<file path="src/rtl/line_window_3x3.sv">
// line_window_3x3: streaming 3x3 neighbourhood generator for raster-order 8-bit pixels.
// Two line buffers and a column shift register feed one registered window slot with valid/ready.
module line_window_3x3 #(
   parameter int IMG_W = 160,
   parameter int IMG_H = 120
) (
   input  logic       clk,
   input  logic       resetn,
   input  logic [7:0] pix_in,
   input  logic       pix_valid,
   output logic       pix_ready,
   output logic       win_valid,
   input  logic       win_ready,
   output logic [7:0] w0,
   output logic [7:0] w1,
   output logic [7:0] w2,
   output logic [7:0] w3,
   output logic [7:0] w4,
   output logic [7:0] w5,
   output logic [7:0] w6,
   output logic [7:0] w7,
   output logic [7:0] w8,
   output logic [7:0] win_x,
   output logic [7:0] win_y,
   output logic       frame_done
);

   localparam int XW = $clog2(IMG_W);
   localparam int YW = $clog2(IMG_H);
   localparam logic [XW-1:0] X_LAST = XW'(IMG_W - 1);
   localparam logic [YW-1:0] Y_LAST = YW'(IMG_H - 1);
   localparam logic [XW-1:0] X_FIRST_WIN = XW'(2);
   localparam logic [YW-1:0] Y_FIRST_WIN = YW'(2);

   logic [XW-1:0] r_x;
   logic [YW-1:0] r_y;
   logic [7:0]    r_lb1 [IMG_W];
   logic [7:0]    r_lb2 [IMG_W];
   logic [23:0]   r_colM;
   logic [23:0]   r_colR;
   logic [7:0]    r_w [9];
   logic [7:0]    r_winX;
   logic [7:0]    r_winY;
   logic          r_winValid;
   logic          r_frameDone;

   logic          w_acc;
   logic          w_emit;
   logic          w_lastX;
   logic          w_lastY;
   logic [23:0]   w_newCol;

   // The output slot frees up in the same cycle it is consumed, so there is no bubble.
   assign pix_ready = resetn && (!r_winValid || win_ready);
   assign w_acc     = pix_valid && pix_ready;
   assign w_lastX   = (r_x == X_LAST);
   assign w_lastY   = (r_y == Y_LAST);
   assign w_emit    = w_acc && (r_x >= X_FIRST_WIN) && (r_y >= Y_FIRST_WIN);
   assign w_newCol  = {r_lb2[r_x], r_lb1[r_x], pix_in};

   always_ff @(posedge clk) begin
      if (!resetn) begin
         r_x <= '0;
         r_y <= '0;
      end else if (w_acc) begin
         if (w_lastX) begin
            r_x <= '0;
            r_y <= w_lastY ? '0 : r_y + YW'(1);
         end else begin
            r_x <= r_x + XW'(1);
         end
      end
   end

   // Only columns M and R are kept: the leftmost column would never be read.
   // Stale data is flushed by the x >= 2 / y >= 2 gating, so none of this needs a reset.
   always_ff @(posedge clk) begin
      if (w_acc) begin
         r_lb2[r_x] <= r_lb1[r_x];
         r_lb1[r_x] <= pix_in;
         r_colM     <= r_colR;
         r_colR     <= w_newCol;
      end
   end

   always_ff @(posedge clk) begin
      if (!resetn) begin
         for (int i = 0; i < 9; i++) begin
            r_w[i] <= '0;
         end
         r_winX      <= '0;
         r_winY      <= '0;
         r_winValid  <= 1'b0;
         r_frameDone <= 1'b0;
      end else begin
         r_frameDone <= w_acc && w_lastX && w_lastY;
         if (w_emit) begin
            r_w[0]     <= r_colM[23:16];
            r_w[3]     <= r_colM[15:8];
            r_w[6]     <= r_colM[7:0];
            r_w[1]     <= r_colR[23:16];
            r_w[4]     <= r_colR[15:8];
            r_w[7]     <= r_colR[7:0];
            r_w[2]     <= w_newCol[23:16];
            r_w[5]     <= w_newCol[15:8];
            r_w[8]     <= w_newCol[7:0];
            r_winX     <= 8'(r_x) - 8'd1;
            r_winY     <= 8'(r_y) - 8'd1;
            r_winValid <= 1'b1;
         end else if (win_ready) begin
            r_winValid <= 1'b0;
         end
      end
   end

   assign win_valid  = r_winValid;
   assign frame_done = r_frameDone;
   assign win_x      = r_winX;
   assign win_y      = r_winY;
   assign w0         = r_w[0];
   assign w1         = r_w[1];
   assign w2         = r_w[2];
   assign w3         = r_w[3];
   assign w4         = r_w[4];
   assign w5         = r_w[5];
   assign w6         = r_w[6];
   assign w7         = r_w[7];
   assign w8         = r_w[8];

endmodule
</file>
<file path="config.mk">
export PLATFORM = sky130hd
export DESIGN_NAME = line_window_3x3
export DESIGN_NICKNAME = d
export VERILOG_FILES = /design/src/rtl/line_window_3x3.sv
export SDC_FILE = /design/constraint.sdc
export NUM_CORES = 2
export LEC_CHECK = 0
export CORE_AREA = 2 2 594 448
export DETAILED_ROUTE_END_ITERATION = 6
export DIE_AREA = 0 0 596 450
export PLACE_DENSITY = 0.59
export SYNTH_ARGS = -nofsm -noshare
export SYNTH_HDL_FRONTEND = slang
export SYNTH_SLANG_ARGS = --single-unit
</file>
<file path="constraint.sdc">
create_clock -name clk -period 17.7 [get_ports clk]
set_input_delay 5.31 -clock clk [delete_from_list [all_inputs] [get_ports clk]]
set_output_delay 5.31 -clock clk [all_outputs]
set_load 0.1 [all_outputs]
</file>
; ---- Word-level counts from Yosys, hierarchy flattened
; Memories as Yosys holds them, arrays and structs flattened. A register that Yosys moved wholly into a read port is not among the register bits.
; Index checks and enable logic that the tools add are counted.
[classes]
n_reduce_logical = 10
add_sub_neg = 4
order_cmp = 2
mux = 23
n_bitwise = 9
n_eq_ne = 2
[op_table]
columns = op, n
row1 = 2-to-1 mux 8 bit, 14
row2 = OR 1 bit, 9
row3 = adder 8 x 1 -> 8 bit (second input constant), 1
row4 = equality test 8 bit (second input constant), 1
row5 = >= comparator 8 x 2 -> 1 bit (second input constant), 1
row6 = 2-to-1 mux 1 bit, 8
row7 = subtractor 7 x 1 -> 8 bit (second input constant), 1
row8 = subtractor 8 x 1 -> 8 bit (second input constant), 1
row9 = adder 7 x 1 -> 7 bit (second input constant), 1
row10 = equality test 7 bit (second input constant), 1
row11 = >= comparator 7 x 2 -> 1 bit (second input constant), 1
row12 = 2-to-1 mux 7 bit, 1
row13 = logical AND 1 bit, 6
row14 = AND reduction 2 bit, 1
row15 = nonzero test 2 bit, 1
row16 = logical NOT 1 bit, 1
row17 = logical OR 1 bit, 1
[totals]
register_bits = 81
out_inout_bits = 91
in_bits = 12
n_memories = 3
ramBits = 2632
wordCells = 61
[memory_table]
columns = name, depth, word_bits, rd, rd_clocked_by_memory_dff, wr, line_no
row1 = r_lb1, 160, 8, 1, 1, 1, 37  ; logic [7:0] r_lb1 [IMG_W];
row2 = r_lb2, 160, 8, 1, 1, 1, 38  ; logic [7:0] r_lb2 [IMG_W];
row3 = r_w, 9, 8, 9, 0, 9, 41  ; logic [7:0] r_w [9];

; ---- Longest topological paths before layout
[depth]
ltp_word = 10
ltp_mapped = 12
depth_no_buf = 7

; ---- Worst setup path after synthesis
; No wires, ideal clock.
[synth_timing]
path_type = input to output
startpoint = input port resetn
endpoint = output port pix_ready
required_ns = 12.390
stages = 3
setup_slack_ns = 5.740
path_buffers = 2
t_arrival_ns = 6.650
cell_sequence = clkbuf_1 > buf_1 > and2_1
[synth_via]
elab_chain_cells = 1
[synth_rtl]
columns = element, line_no
row1 = from (decl), 8  ; input logic resetn,
row2 = logical AND 1 bit, 54  ; assign pix_ready = resetn && (!r_winValid || win_ready);
row3 = to (decl), 11  ; output logic pix_ready,
; Every way passes these cells.

; ---- Worst setup path after layout
; Ends and elaborated chain as after synthesis.

==> flow_metrics.tcl <==
set metrics [dict create \
    whs_ns 0.438 \
    finalNetCount 5166 \
    synthMuxAreaShare 0.147 \
    totalWireLength_um 281000 \
    dp_hpwl_um 171000 \
    yosys.area_share.simple 0.0266 \
    cts_hold_buffers 0 \
    cts_buffers 243 \
    worst-path-buf-inv 2 \
    htreeDepth 4 \
    drtAntennaViolNets 0 \
    clk_latency_ns 0.91 \
    cts_tree "built" \
    syn-num-nets 4863 \
    vias 51700 \
    clock_sinks 2721 \
    post_cts_buffers 0 \
    cp.arrival_ns 7.73 \
    hold_path.class "reg -> reg" \
    synth_top_family_by_area "multiplexers" \
    crit_path_max_fanout 23 \
    synthFlopType "edfxtp_1" \
    rsz0062_at_grt "false" \
    synth-compound-area-share 0.0286 \
    grtUsageTotal 0.206 \
    ir_drop_mv 0.0883 \
    cts_buffer_depth 4 \
    syn_avg_cell_area_um2 21.6 \
    yosys.area.top_type "edfxtp_1" \
    yosys_warnings 0 \
    synth_most_common_cell "edfxtp_1" \
    drc 0 \
    start_kind "input pin" \
    synth_area_um2 105000 \
    dieHeight_um 450 \
    ys_types 71 \
    design.core.area_um2 262000 \
    io_pins 103 \
    fin_skew_ns 0.0655 \
    path_class "in -> out" \
    dr.pass1.iters 6 \
    cts-root-buf "clkbuf_16" \
    synth-edff-count 2680 \
    drt_iter0_markers 7656 \
    slowest_delay_ns 1.14 \
    crit_chain "clkdlybuf4s50_1 -> and2_1 -> clkdlybuf4s50_1" \
    setup_violations 0 \
    area_growth_pct 12.9 \
    seq_area_frac_synth 0.778 \
    grt_max_degree 98 \
    dieArea_um2 268000 \
    port-buffer-count 102 \
    fp.dieW_um 596 \
    hold_viol 0 \
    synthAdderAreaFrac 0.000958 \
    grt_pass1_wl_um 391000 \
    crit_top_cell "clkdlybuf4s50_1" \
    gp_congestion 0.872 \
    period_share 0.737 \
    grt_pass1_vias 49600 \
    cp_slowest_cell "clkdlybuf4s50_1" \
    cts.reportedPaths.clkPinSlew_ns 0.07 \
    outcome "complete, no violations" \
    drive_above_1_share 0.235 \
    std_cell_rows 163 \
    power_density_nw_per_um2 113 \
    p_leak_uw 0.0360 \
    worst_setup_path_end_kind "primary output" \
    slew_violations 0 \
    fmax_ghz 0.0767 \
    synthTopCellsByCount "2680 x edfxtp_1, 589 x mux4_2, 205 x nor2_1" \
    via_per_inst 5.87 \
    fin_crit_ns 13.04 \
    synth_xor_area_frac 0.00168 \
    ys_seq_elements 2721 \
    maxSlewHeadroom 0.123 \
    post_drt_wl_per_cell_um 31.9 \
    synthCells 4843 \
    fin_setup_tns_ns 0 \
    tightestPinTransition_ns 1.31 \
    crit_family "buffers and inverters" \
    grt_overflow 0 \
    drv_cap 0 \
    initial_core_util 0.399 \
    yosys.area.top_type_share 0.770 \
    required_ns 12.39 \
    cts_resized 0 \
    synth_area_leaders "edfxtp_1 77%, mux4_2 13%, mux2i_1 1.8%" \
    antenna_found_initial 16 \
    async_reset_ff_frac 0 \
]
==> state kept, by name (all words and copies together), names as in the netlist, named ones only <==
name	flops
win_x	8
r_colM	24
r_w	72
r_lb2	1280
r_lb1	1280
win_valid	1
r_y	7
r_x	8
win_y	8
r_colR	24
frame_done	1
==> cells by family (layout without fill, tap and decap cells) <==
group / count (synthesis) / count (layout)
AOI/OAI and AO/OA: 422 / 422
xor gates and xnor gates: 20 / 20
adders and majority gates: 8 / 8
buffers and inverters: 291 / 792
DFF: 2721 / 2721
muxes: 795 / 795
other: 0 / 6
and+or+nand+nor: 586 / 586
==> routing by layer <==
layer	GRT usage	vias to the layer above	share of wire	wire length [um]
met1	0.318	27700	0.44	123000
met2	0.293	2746	0.43	122000
met4	0.0454	4	0.022	6190
met5	0	-	0.000085	24
met3	0.0521	342	0.11	30800
li1	-	20900	-	-
==> report_power, final <==
group	leakage, uW	total [uW]	switching [uW]	internal (uW)
Combinational	0.00766	880	613	267
Clock	0.00378	5300	2320	2980
Sequential	0.0245	7210	17.2	7190
==> cell usage in the layout, fill, tap and decap left out, types with 38 or more instances in the layout <==
master / n
a22oi_1: 82
nand3_1: 92
nand2_1: 99
clkbuf_1: 66
nor2_1: 154
mux4_2: 589
nor2_2: 49
o22ai_1: 43
clkdlybuf4s50_1: 94
clkbuf_16: 247
clkinv_1: 50
clkinv_2: 38
o21ai_0: 45
edfxtp_1: 2680
and2_1: 71
buf_4: 228
a21oi_1: 44
mux2i_1: 193
a31oi_1: 44
==> final cells by class <==
cell class,count,area [um^2]
Antenna cell,6,15.0
Clock buffer,314,6440
Clock inverter,129,1360
Fill cell,22000,144000
Inverter,15,56.3
Multi-Input combinational cell,1831,21700
Sequential cell,2721,81300
Tap cell,3465,4340
Timing Repair Buffer,334,2820
==> metrics by stage <==
stage / instance area [um^2] / instances / util / worst slack [ns] / total power, uW
finish: 118000 / 8815 / 0.450 / 4.66 / 13400
CTS: 118000 / 8809 / 0.450 / 4.66 / 13500
floorplan: 105000 / 4843 / - / 5.74 / 7910
detailed placement: 110000 / 8366 / 0.420 / 4.67 / 8230
global route: 118000 / 8809 / 0.450 / 4.55 / 13800
global placement: 110000 / 8366 / 0.420 / 4.67 / 8220
==> worst paths after layout <==
| path | start | to | slack, ns | depth (start not counted) |
|---|---|---|---|---|
| min | r_colR[1]$_DFFE_PP_ | r_colM[1]$_DFFE_PP_ | 0.44 | 0 |
| min reg2reg | r_colR[1]$_DFFE_PP_ | r_colM[1]$_DFFE_PP_ | 0.44 | 0 |
| max reg2reg | flop | r_lb2[114][3]$_DFFE_PP_ | 10.08 | 11 |
| max | resetn | pix_ready | 4.66 | 3 |
Power figures use the tool's default switching activity.
